[config.mk]
export PLATFORM = sky130hd
export DESIGN_NAME = rename_ckpt
export DESIGN_NICKNAME = d
export VERILOG_FILES = /design/src/rtl/rename_ckpt.sv
export SDC_FILE = /design/constraint.sdc
export NUM_CORES = 2
export LEC_CHECK = 0
export BUFFER_PORTS_ARGS = -buffer_cell sky130_fd_sc_hd__buf_2
export CAP_MARGIN = 0
export CORE_AREA = 2 2 415 417
export CTS_CLUSTER_DIAMETER = 200
export DETAILED_ROUTE_END_ITERATION = 10
export DIE_AREA = 0 0 417 419
export GPL_TIMING_DRIVEN = 0
export PLACE_DENSITY = 0.85
export SLEW_MARGIN = 20
export SYNTH_ARGS = -nofsm -noshare
export SYNTH_HDL_FRONTEND = slang
export SYNTH_SLANG_ARGS = --single-unit
[constraint.sdc]
create_clock -name clk -period 8.63 [get_ports clk]
set_input_delay 0 -clock clk [delete_from_list [all_inputs] [get_ports clk]]
set_output_delay 0 -clock clk [all_outputs]
set_load 0.01 [all_outputs]
[src/rtl/rename_ckpt.sv]
// Register-rename stage: map table, circular free list and wrapping ROB tag, with
// NUM_CKPT branch checkpoints that restore map/free-list head/ROB counter in one cycle.
module rename_ckpt #(
    parameter  int NUM_AREGS = 32,
    parameter  int NUM_PREGS = 128,
    parameter  int ROB_DEPTH = 16,
    parameter  int NUM_CKPT  = 4,
    parameter  int PAYLOAD_W = 64,
    localparam int AW        = $clog2(NUM_AREGS),
    localparam int PW        = $clog2(NUM_PREGS),
    localparam int TW        = $clog2(ROB_DEPTH),
    localparam int CW        = $clog2(NUM_CKPT)
) (
    input  logic                 clk,
    input  logic                 reset,
    input  logic                 valid_in,
    output logic                 ready_in,
    input  logic [AW-1:0]        rs1,
    input  logic [AW-1:0]        rs2,
    input  logic [AW-1:0]        rd,
    input  logic [6:0]           opcode,
    input  logic [PAYLOAD_W-1:0] payload_in,
    output logic                 valid_out,
    input  logic                 ready_out,
    output logic [PW-1:0]        ps1,
    output logic [PW-1:0]        ps2,
    output logic [PW-1:0]        pd_old,
    output logic [PW-1:0]        pd_new,
    output logic [TW-1:0]        rob_tag,
    output logic [CW-1:0]        ckpt_id,
    output logic [PAYLOAD_W-1:0] payload_out,
    input  logic                 free_valid,
    input  logic [PW-1:0]        free_preg,
    input  logic                 resolve_valid,
    input  logic [CW-1:0]        resolve_ckpt,
    input  logic                 resolve_mispredict
);

    localparam int FL = NUM_PREGS - NUM_AREGS;
    localparam int FW = $clog2(FL);
    localparam logic [6:0] OP_STORE  = 7'b0100011;
    localparam logic [6:0] OP_BRANCH = 7'b1100011;

    // Free-list pointer: the wrap bit distinguishes full from empty with a
    // non-power-of-two depth.
    typedef struct packed {
        logic          wrap;
        logic [FW-1:0] idx;
    } fl_ptr_t;

    typedef logic [NUM_AREGS-1:0][PW-1:0] map_t;

    map_t                map_q, map_d;
    logic [PW-1:0]       fl_mem [FL];
    fl_ptr_t             fl_head, fl_tail;
    logic [TW-1:0]       rob_ctr, rob_next;

    map_t                ck_map [NUM_CKPT];
    fl_ptr_t             ck_flh [NUM_CKPT];
    logic [TW-1:0]       ck_rob [NUM_CKPT];
    logic [NUM_CKPT-1:0] ck_done;
    logic [CW:0]         ck_head, ck_tail, ck_count;
    logic [CW-1:0]       res_off;

    logic          write_pd, is_br, flush, accept, alloc, push;
    logic          fl_empty, ckpt_full, res_live, retire;
    logic [PW-1:0] head_preg;

    function automatic fl_ptr_t fl_inc(input fl_ptr_t p);
        fl_ptr_t n;
        if (p.idx == FW'(FL - 1)) begin
            n.idx  = '0;
            n.wrap = ~p.wrap;
        end else begin
            n.idx  = p.idx + FW'(1);
            n.wrap = p.wrap;
        end
        return n;
    endfunction

    always_comb begin
        write_pd  = (opcode != OP_STORE) && (opcode != OP_BRANCH) && (rd != '0);
        is_br     = (opcode == OP_BRANCH);
        flush     = resolve_valid && resolve_mispredict;
        fl_empty  = (fl_head == fl_tail);
        ck_count  = ck_tail - ck_head;
        ckpt_full = (ck_count == (CW+1)'(NUM_CKPT));
        // A slot is live when its distance from the oldest slot is below the live count.
        res_off   = resolve_ckpt - ck_head[CW-1:0];
        res_live  = ({1'b0, res_off} < ck_count);
        ready_in  = reset && !flush && (ready_out || !valid_out)
                    && (!write_pd || !fl_empty) && (!is_br || !ckpt_full);
        accept    = valid_in && ready_in;
        alloc     = accept && write_pd;
        push      = free_valid && (free_preg != '0);
        retire    = !flush && (ck_count != '0) && ck_done[ck_head[CW-1:0]];
        head_preg = fl_mem[fl_head.idx];
        rob_next  = (rob_ctr == TW'(ROB_DEPTH - 1)) ? '0 : rob_ctr + TW'(1);
        // NOTE: map_d starts as a full copy so every path assigns it and no latch is inferred.
        map_d     = map_q;
        if (alloc) map_d[rd] = head_preg;
    end

    always_ff @(posedge clk) begin
        if (!reset) begin
            for (int i = 0; i < NUM_AREGS; i++) map_q[i] <= PW'(i);
            for (int i = 0; i < FL; i++) fl_mem[i] <= PW'(NUM_AREGS + i);
            fl_head     <= '0;
            fl_tail     <= '{wrap: 1'b1, idx: '0};
            rob_ctr     <= '0;
            ck_head     <= '0;
            ck_tail     <= '0;
            ck_done     <= '0;
            valid_out   <= 1'b0;
            ps1         <= '0;
            ps2         <= '0;
            pd_old      <= '0;
            pd_new      <= '0;
            rob_tag     <= '0;
            ckpt_id     <= '0;
            payload_out <= '0;
        end else begin
            // Frees land at the tail whether or not a recovery happens this cycle.
            if (push) begin
                fl_mem[fl_tail.idx] <= free_preg;
                fl_tail             <= fl_inc(fl_tail);
            end
            if (flush) begin
                valid_out <= 1'b0;
                if (res_live) begin
                    map_q   <= ck_map[resolve_ckpt];
                    fl_head <= ck_flh[resolve_ckpt];
                    rob_ctr <= ck_rob[resolve_ckpt];
                    ck_tail <= ck_head + {1'b0, res_off};
                end
            end else begin
                map_q <= map_d;
                if (alloc)  fl_head <= fl_inc(fl_head);
                if (retire) ck_head <= ck_head + (CW+1)'(1);
                if (resolve_valid && res_live) ck_done[resolve_ckpt] <= 1'b1;
                if (accept) begin
                    valid_out   <= 1'b1;
                    ps1         <= map_q[rs1];
                    ps2         <= map_q[rs2];
                    pd_old      <= map_q[rd];
                    pd_new      <= write_pd ? head_preg : '0;
                    rob_tag     <= rob_ctr;
                    ckpt_id     <= is_br ? ck_tail[CW-1:0] : '0;
                    payload_out <= payload_in;
                    rob_ctr     <= rob_next;
                    if (is_br) begin
                        ck_tail                   <= ck_tail + (CW+1)'(1);
                        ck_done[ck_tail[CW-1:0]]  <= 1'b0;
                    end
                end else if (ready_out) begin
                    valid_out <= 1'b0;
                end
            end
        end
    end

    // NOTE: checkpoint storage has no reset; a slot is only read after a branch has written it.
    always_ff @(posedge clk) begin
        if (accept && is_br) begin
            ck_map[ck_tail[CW-1:0]] <= map_q;
            ck_flh[ck_tail[CW-1:0]] <= fl_head;
            ck_rob[ck_tail[CW-1:0]] <= rob_next;
        end
    end

endmodule

# [Word level (Yosys, flattened, before mapping)]
# Memories as Yosys holds them, arrays and structs flattened. A register that Yosys moved wholly into a read port is not among the register bits.
# Cells that the tools add are included.
[word_totals] ff_bits=353 latchBits=0 ram_bits=1616 rom_bits=0 input_bits=102 output_inout_bits=100 elab_cells=180 mem_count=4
[memory_table] memory="ck_map" words=4 word_bits=224 rd=1 rd_clocked_by_memory_dff=0 wr=1 line_no="58" source="map_t ck_map [NUM_CKPT];"
[memory_table] memory="fl_mem" words=96 word_bits=7 rd=1 rd_clocked_by_memory_dff=1 wr=96 line_no="54" source="logic [PW-1:0] fl_mem [FL];"
[memory_table] memory="ck_flh" words=4 word_bits=8 rd=1 rd_clocked_by_memory_dff=0 wr=1 line_no="59" source="fl_ptr_t ck_flh [NUM_CKPT];"
[memory_table] memory="ck_rob" words=4 word_bits=4 rd=1 rd_clocked_by_memory_dff=0 wr=1 line_no="60" source="logic [TW-1:0] ck_rob [NUM_CKPT];"
[op_classes] add_sub_neg=8 mul=0 div_mod_pow=0 n_lt_le_gt_ge=10 eq_ne=9 shift=0 muxes=51 bitwise_logic=7 reduce_logical=43
[op_table] op="224-bit 2-to-1 mux" count=3
[op_table] op="224-bit bitwise mux" count=1
[op_table] op="7-bit binary-select mux with 5-bit select" count=3
[op_table] op="7-bit 2-to-1 mux" count=10
[op_table] op="4-bit 2-to-1 mux" count=9
[op_table] op="7-bit demux with 5-bit select" count=1
[op_table] op="8-bit 2-to-1 mux" count=4
[op_table] op="7-bit == test, second input constant" count=3
[op_table] op="5-bit by 6-bit < comparator with 1-bit output, second input constant" count=3
[op_table] op="1-bit logical AND" count=17
[op_table] op="7-bit by 1-bit adder with 7-bit output, second input constant" count=2
[op_table] op="1-bit 2-to-1 mux" count=12
[op_table] op="3-bit 2-to-1 mux" count=4
[op_table] op="2-bit AND reduction" count=5
[op_table] op="2-bit nonzero test" count=5
[op_table] op="2-bit by 3-bit < comparator with 1-bit output, second input constant" count=3
[op_table] op="8-bit == test" count=1
[op_table] op="7-bit by 6-bit != test with 1-bit output, second input constant" count=1
[op_table] op="7-bit != test, second input constant" count=1
[op_table] op="7-bit nonzero test" count=1
[op_table] op="7-bit OR reduction" count=1
[op_table] op="3-bit by 1-bit adder with 3-bit output, second input constant" count=2
[op_table] op="1-bit logical NOT" count=6
[op_table] op="3-bit AND reduction" count=2
[op_table] op="21 further kinds" count=28

# [Logic depth before layout (Yosys ltp)]
[depth] ltp_word=13 depth_mapped=18 ltp_nobuf=11

# [Worst setup path before layout]
# No wires, ideal clock.
[synth_timing] path_kind="flip-flop to flip-flop" start="register ck_tail[0]" end="memory ck_flh[0][0] (netlist name) (enable)" setup_time_ns=0.629 arrival_ns=7.957 path_slack_ns=0.044 path_stages_with_launch=11 synth_period_minus_slack_ns=8.586 path_cell_list="dfxtp_1 > inv_1 > ha_1 > fa_1 > xnor2_1 > xnor2_1 > a31o_2 > buf_2 > a21oi_1 > clkbuf_1 > and3_1"
[synth_between] elab_chain_len=9
[synth_rtl] item="start: declaration" line_no="62" source="logic [CW:0] ck_head, ck_tail, ck_count;"
[synth_rtl] item="start signal: assignment" line_no="134" source="ck_tail <= ck_head + {1'b0, res_off};"
[synth_rtl] item="start signal: assignment" line_no="152" source="ck_tail <= ck_tail + (CW+1)'(1);"
[synth_rtl] item="3-bit subtractor" line_no="86" source="ck_count = ck_tail - ck_head;"
[synth_rtl] item="3-bit == test" line_no="87" source="ckpt_full = (ck_count == (CW+1)'(NUM_CKPT));"
[synth_rtl] item="1-bit logical NOT" line_no="92" source="&& (!write_pd || !fl_empty) && (!is_br || !ckpt_full);"
[synth_rtl] item="1-bit logical OR" line_no="92"
[synth_rtl] item="1-bit logical AND" line_no="92"
[synth_rtl] item="1-bit logical AND" line_no="93" source="accept = valid_in && ready_in;"
[synth_rtl] item="1-bit logical AND" line_no="164" source="if (accept && is_br) begin"
[synth_rtl] item="1-bit 2-to-1 mux" line_no="164"
[synth_rtl] item="1-bit 2-to-1 mux (implied by the code)" line_no="166" source="ck_flh[ck_tail[CW-1:0]] <= fl_head;"
[synth_rtl] item="end: declaration" line_no="59"
# Several ways; a longest one is shown, not always the timed one.

# [Worst setup path in the final report]
[layout_timing] start="input port resolve_ckpt[0]" end="register fl_head[4] (netlist name)"
[layout_between] elab_chain_len=4 elab_cells_between_ends=7 cone_classes="add/sub (1); order compare (1); eq/ne (1); mux (2); reduce/logical (1); memory (1)"
[layout_rtl] item="start: declaration" line_no="35" source="input logic [CW-1:0] resolve_ckpt,"
[layout_rtl] item="2-bit subtractor" line_no="89" source="res_off = resolve_ckpt - ck_head[CW-1:0];"
[layout_rtl] item="2-bit by 3-bit < comparator with 1-bit output" line_no="90" source="res_live = ({1'b0, res_off} < ck_count);"
[layout_rtl] item="2-bit by 1-bit != test with 1-bit output (no line)"
[layout_rtl] item="2-bit AND reduction (no line)"
[layout_rtl] item="end signal: assignment" line_no="132" source="fl_head <= ck_flh[resolve_ckpt];"
[layout_rtl] item="end signal: assignment" line_no="138" source="if (alloc) fl_head <= fl_inc(fl_head);"
[layout_rtl] item="end: declaration" line_no="55" source="fl_ptr_t fl_head, fl_tail;"
# Several ways; a longest one is shown, not always the timed one. The select of a mux whose other input is x is not followed.
# A chain may end at the register's enable or synchronous reset.

==> results.cfg <==
[status]
status = finished clean

[clock_network]
cts_buffers = 219
cts_tree = done
root_buffer = clkbuf_16
insertion_delay_ns = 0.94
cts_setup_buffers = 0
ctsResizeCount = 0
cts_buffer_depth = 3
path_clk_slew_ns = 0.06
h-tree-depth = 4
clock_sinks = 2200

[placed_design]
gp_congestion = 1.123
port_buffers = 190
dp_cells = 8862
preCtsSetupSlack_ns = 0.5999
dp_hpwl_um = 299600

[timing]
maxSlewViolCount = 0
hold_viol = 0
clock_skew_ns = 0.05890
layout_min_cycle_time_ns = 7.682
setup_violations = 0
rsz0062_at_grt = no
setup_slack_ns = 0.9480
max_freq_mhz = 130.2
tightest_slew_ns = 1.378
max_slew_margin_pct = 7.771
period_share_pct = 89.01

[die]
coreArea_um2 = 170600
die_height_um = 419
rows = 152
design.die.area_um2 = 174700
start_util_pct = 56.61
io_pins = 202
fp.dieW_um = 417

[synth]
synthesis.nets = 6500
synth-edff-count = 1840
synth_compound_area_share_pct = 7.289
synthesis.area_um2 = 96580
synth_mux_area_share_pct = 16.05
async_flop_share_pct = 0
netlist_top_cells_count = edfxtp_1 (1,840), mux4_2 (633), nand2_1 (434)
synthAdderAreaFrac_pct = 0.2047
synth-warning-count = 0
yosysTopAreaCell = edfxtp_1
yosys.area_share.simple_pct = 8.953
yosys.area.top_type_share_pct = 57.21
synth_cell_types = 86
synthCells = 6384
synth_xor_xnor_area_share_pct = 0.1904
syn_area_per_cell_um2 = 15.13
synth_top_flop_cell = edfxtp_1
ys_ff_latch = 2200
synth_area_leaders = edfxtp_1 (57%), mux4_2 (15%), dfxtp_1 (7.5%), or3_1 (2.0%), and2_1 (1.8%)
synth.most_common_cell = edfxtp_1
synth_top_family_by_area = multiplexers
yosysSeqAreaShare_pct = 64.67

[setup_path]
cp_data_required_time_ns = 9.36
critPathCaptureType = flop
startpoint_type = input pin
crit_arrival_ns = 8.42
crit_type = input pin to flop
crit_fanout = 10
ff2ff_setup_slack_ns = 2.20

[drt]
vias = 71679
routed_via_density = 7.583
wire_per_inst_um = 45.26
drtAntennaViolNets = 0
drc = 0
drt_pass1_iterations = 9
routed_wl_um = 427800
drtIter0Drc = 13399

[final_layout]
fillerInstances = 11928
instances_no_fill = 9453
area_delta_synth_final_pct = 14.36
drive_above_1_share_pct = 20.88
fin_nets = 7114

[power_and_ir_drop]
swShare_pct = 26.38
p_seq_share_pct = 49.0
switching_power_w = 0.006454
p_per_area_nw_per_um2 = 221.5
power_frac_comb_pct = 10.8
ir_drop_v = 0.0002576
power.static_leakage_nw = 35.76
intPower_w = 0.01801
clock_power_share_pct = 40.3

[global_route]
grt_pass1_wl_um = 571800
antenna_found_initial = 45
grt_pass1_vias = 68133
grt_overflow = 0
grt_max_degree = 47
grt_usage_pct = 48.99

[min_path]
worstHoldPathType = input pin to flop

[run]
maxCapViolCount = 0
[path summary, 6_finish.rpt]
kind | startpoint | endpoint | depth (start not counted)
worst min-delay path | resolve_valid | ck_done[1] | 5
worst max-delay path | resolve_ckpt[0] | fl_head[4] | 18
worst max register to register | ck_tail[0] | ck_map[1][90] | 13
worst min register to register | payload_out[22] | payload_out[22] | 2
[routing by layer]
layer	global-route usage, %	up-vias	share of wire, %
met1	56.37	35518	31
met5	0.3334	-	0.094
met4	46.52	32	12
met2	71.17	7308	43
li1	-	26524	-
met3	17.51	2297	14
[final cells by class]
type | count | area (um^2) | share of cell area [%]
flip-flops and latches | 2200 | 62460 | 56.55
multi-input cells | 3597 | 31840 | 28.83
clock buffers | 292 | 5961 | 5.397
repair buffers | 393 | 3369 | 3.051
well taps | 2233 | 2794 | 2.530
plain buffers | 563 | 2570 | 2.327
clock inverters | 118 | 1281 | 1.160
inverters | 24 | 90.09 | 0.08157
diodes | 33 | 82.58 | 0.07477
[power by group through the flow]
stage          registers, W  logic (W)  clock network [W]
2_1_floorplan        0.0120    0.00120                  0
3_3_place_gp         0.0122    0.00233                  0
3_5_place_dp         0.0122    0.00238                  0
4_1_cts              0.0119    0.00245            0.00972
5_1_grt              0.0120    0.00258             0.0101
6_report             0.0120    0.00264            0.00985
[per-stage QoR]
stage | instance area, um^2 | hold slack, ns | setup TNS, ns | utilization (%) | total power, W
after floorplan | 96580 | 0.09887 | 0 | - | 0.01324
after global routing | 110400 | 0.05341 | 0 | 64.70 | 0.02467
after detailed placement | 101600 | 0.2472 | 0 | 59.55 | 0.01456
final | 110400 | 0.02648 | 0 | 64.74 | 0.02446
after global placement | 100300 | 0.2425 | -6251.52 | 58.81 | 0.01448
after CTS | 110300 | 0.02119 | 0 | 64.67 | 0.02412
[kinds of logic (layout without fill, tap and decap cells)]
family	count (synthesis)	after routing
xor gates and xnor gates	21	21
and+or+nand+nor	1695	1695
buffers and inverters	587	1390
muxes	755	755
adders and majority gates	14	14
DFF	2200	2200
AOI/OAI and AO/OA	1112	1112
other	0	33
[state kept, by name (all words and copies together), names as in the netlist, named ones only]
signal / cells
ps1: 7
rob_ctr: 4
valid_out: 1
ckpt_id: 2
pd_old: 7
ps2: 7
ck_rob: 16
ck_tail: 3
ck_map: 896
ck_flh: 32
ck_done: 4
map_q: 224
fl_mem: 896
pd_new: 7
rob_tag: 4
fl_head: 8
fl_tail: 8
ck_head: 3
payload_out: 64
[worst max-delay path, stage by stage]
cell and delay [ns]:
clkbuf_1 0.40, buf_2 0.69, buf_2 0.83, buf_1 0.77
inv_1 0.20, ha_1 0.26, inv_1 0.10, fa_1 0.47
ha_1 0.29, a21oi_1 0.74, o21ai_1 0.50, o31ai_1 0.25
clkbuf_1 0.59, clkbuf_1 0.84, clkbuf_1 0.78, o21ai_0 0.29
a21oi_1 0.26, nor2_1 0.08
[layout by cell type (no fill, tap or decap), types with 27 or more instances in the layout]
master and instances:
a211oi_1 53, a21oi_1 301, a31oi_1 27, and2_1 280
and3_1 93, buf_2 271, buf_6 35, clkbuf_1 414
clkbuf_16 224, clkbuf_2 64, clkinv_1 32, clkinv_2 41
dfxtp_1 360, diode_2 33, dlygate4sd3_1 148, edfxtp_1 1840
mux2i_1 105, mux4_2 633, nand2_1 434, nand2b_1 29
nand3_1 52, nor2_1 306, nor2b_1 38, nor3_1 67
o211ai_1 53, o21ai_0 237, o21ai_1 97, o221ai_1 53
o22ai_1 41, or3_1 310
[repair_timing]
| item | 4_1_cts | 5_1_grt |
|---|---|---|
| setup endpoints to repair | 0 | 0 |
| endpoints found under the hold margin | 307 | 0 |
| hold buffers | 148 | 0 |
(Power assumes the default switching activity.)
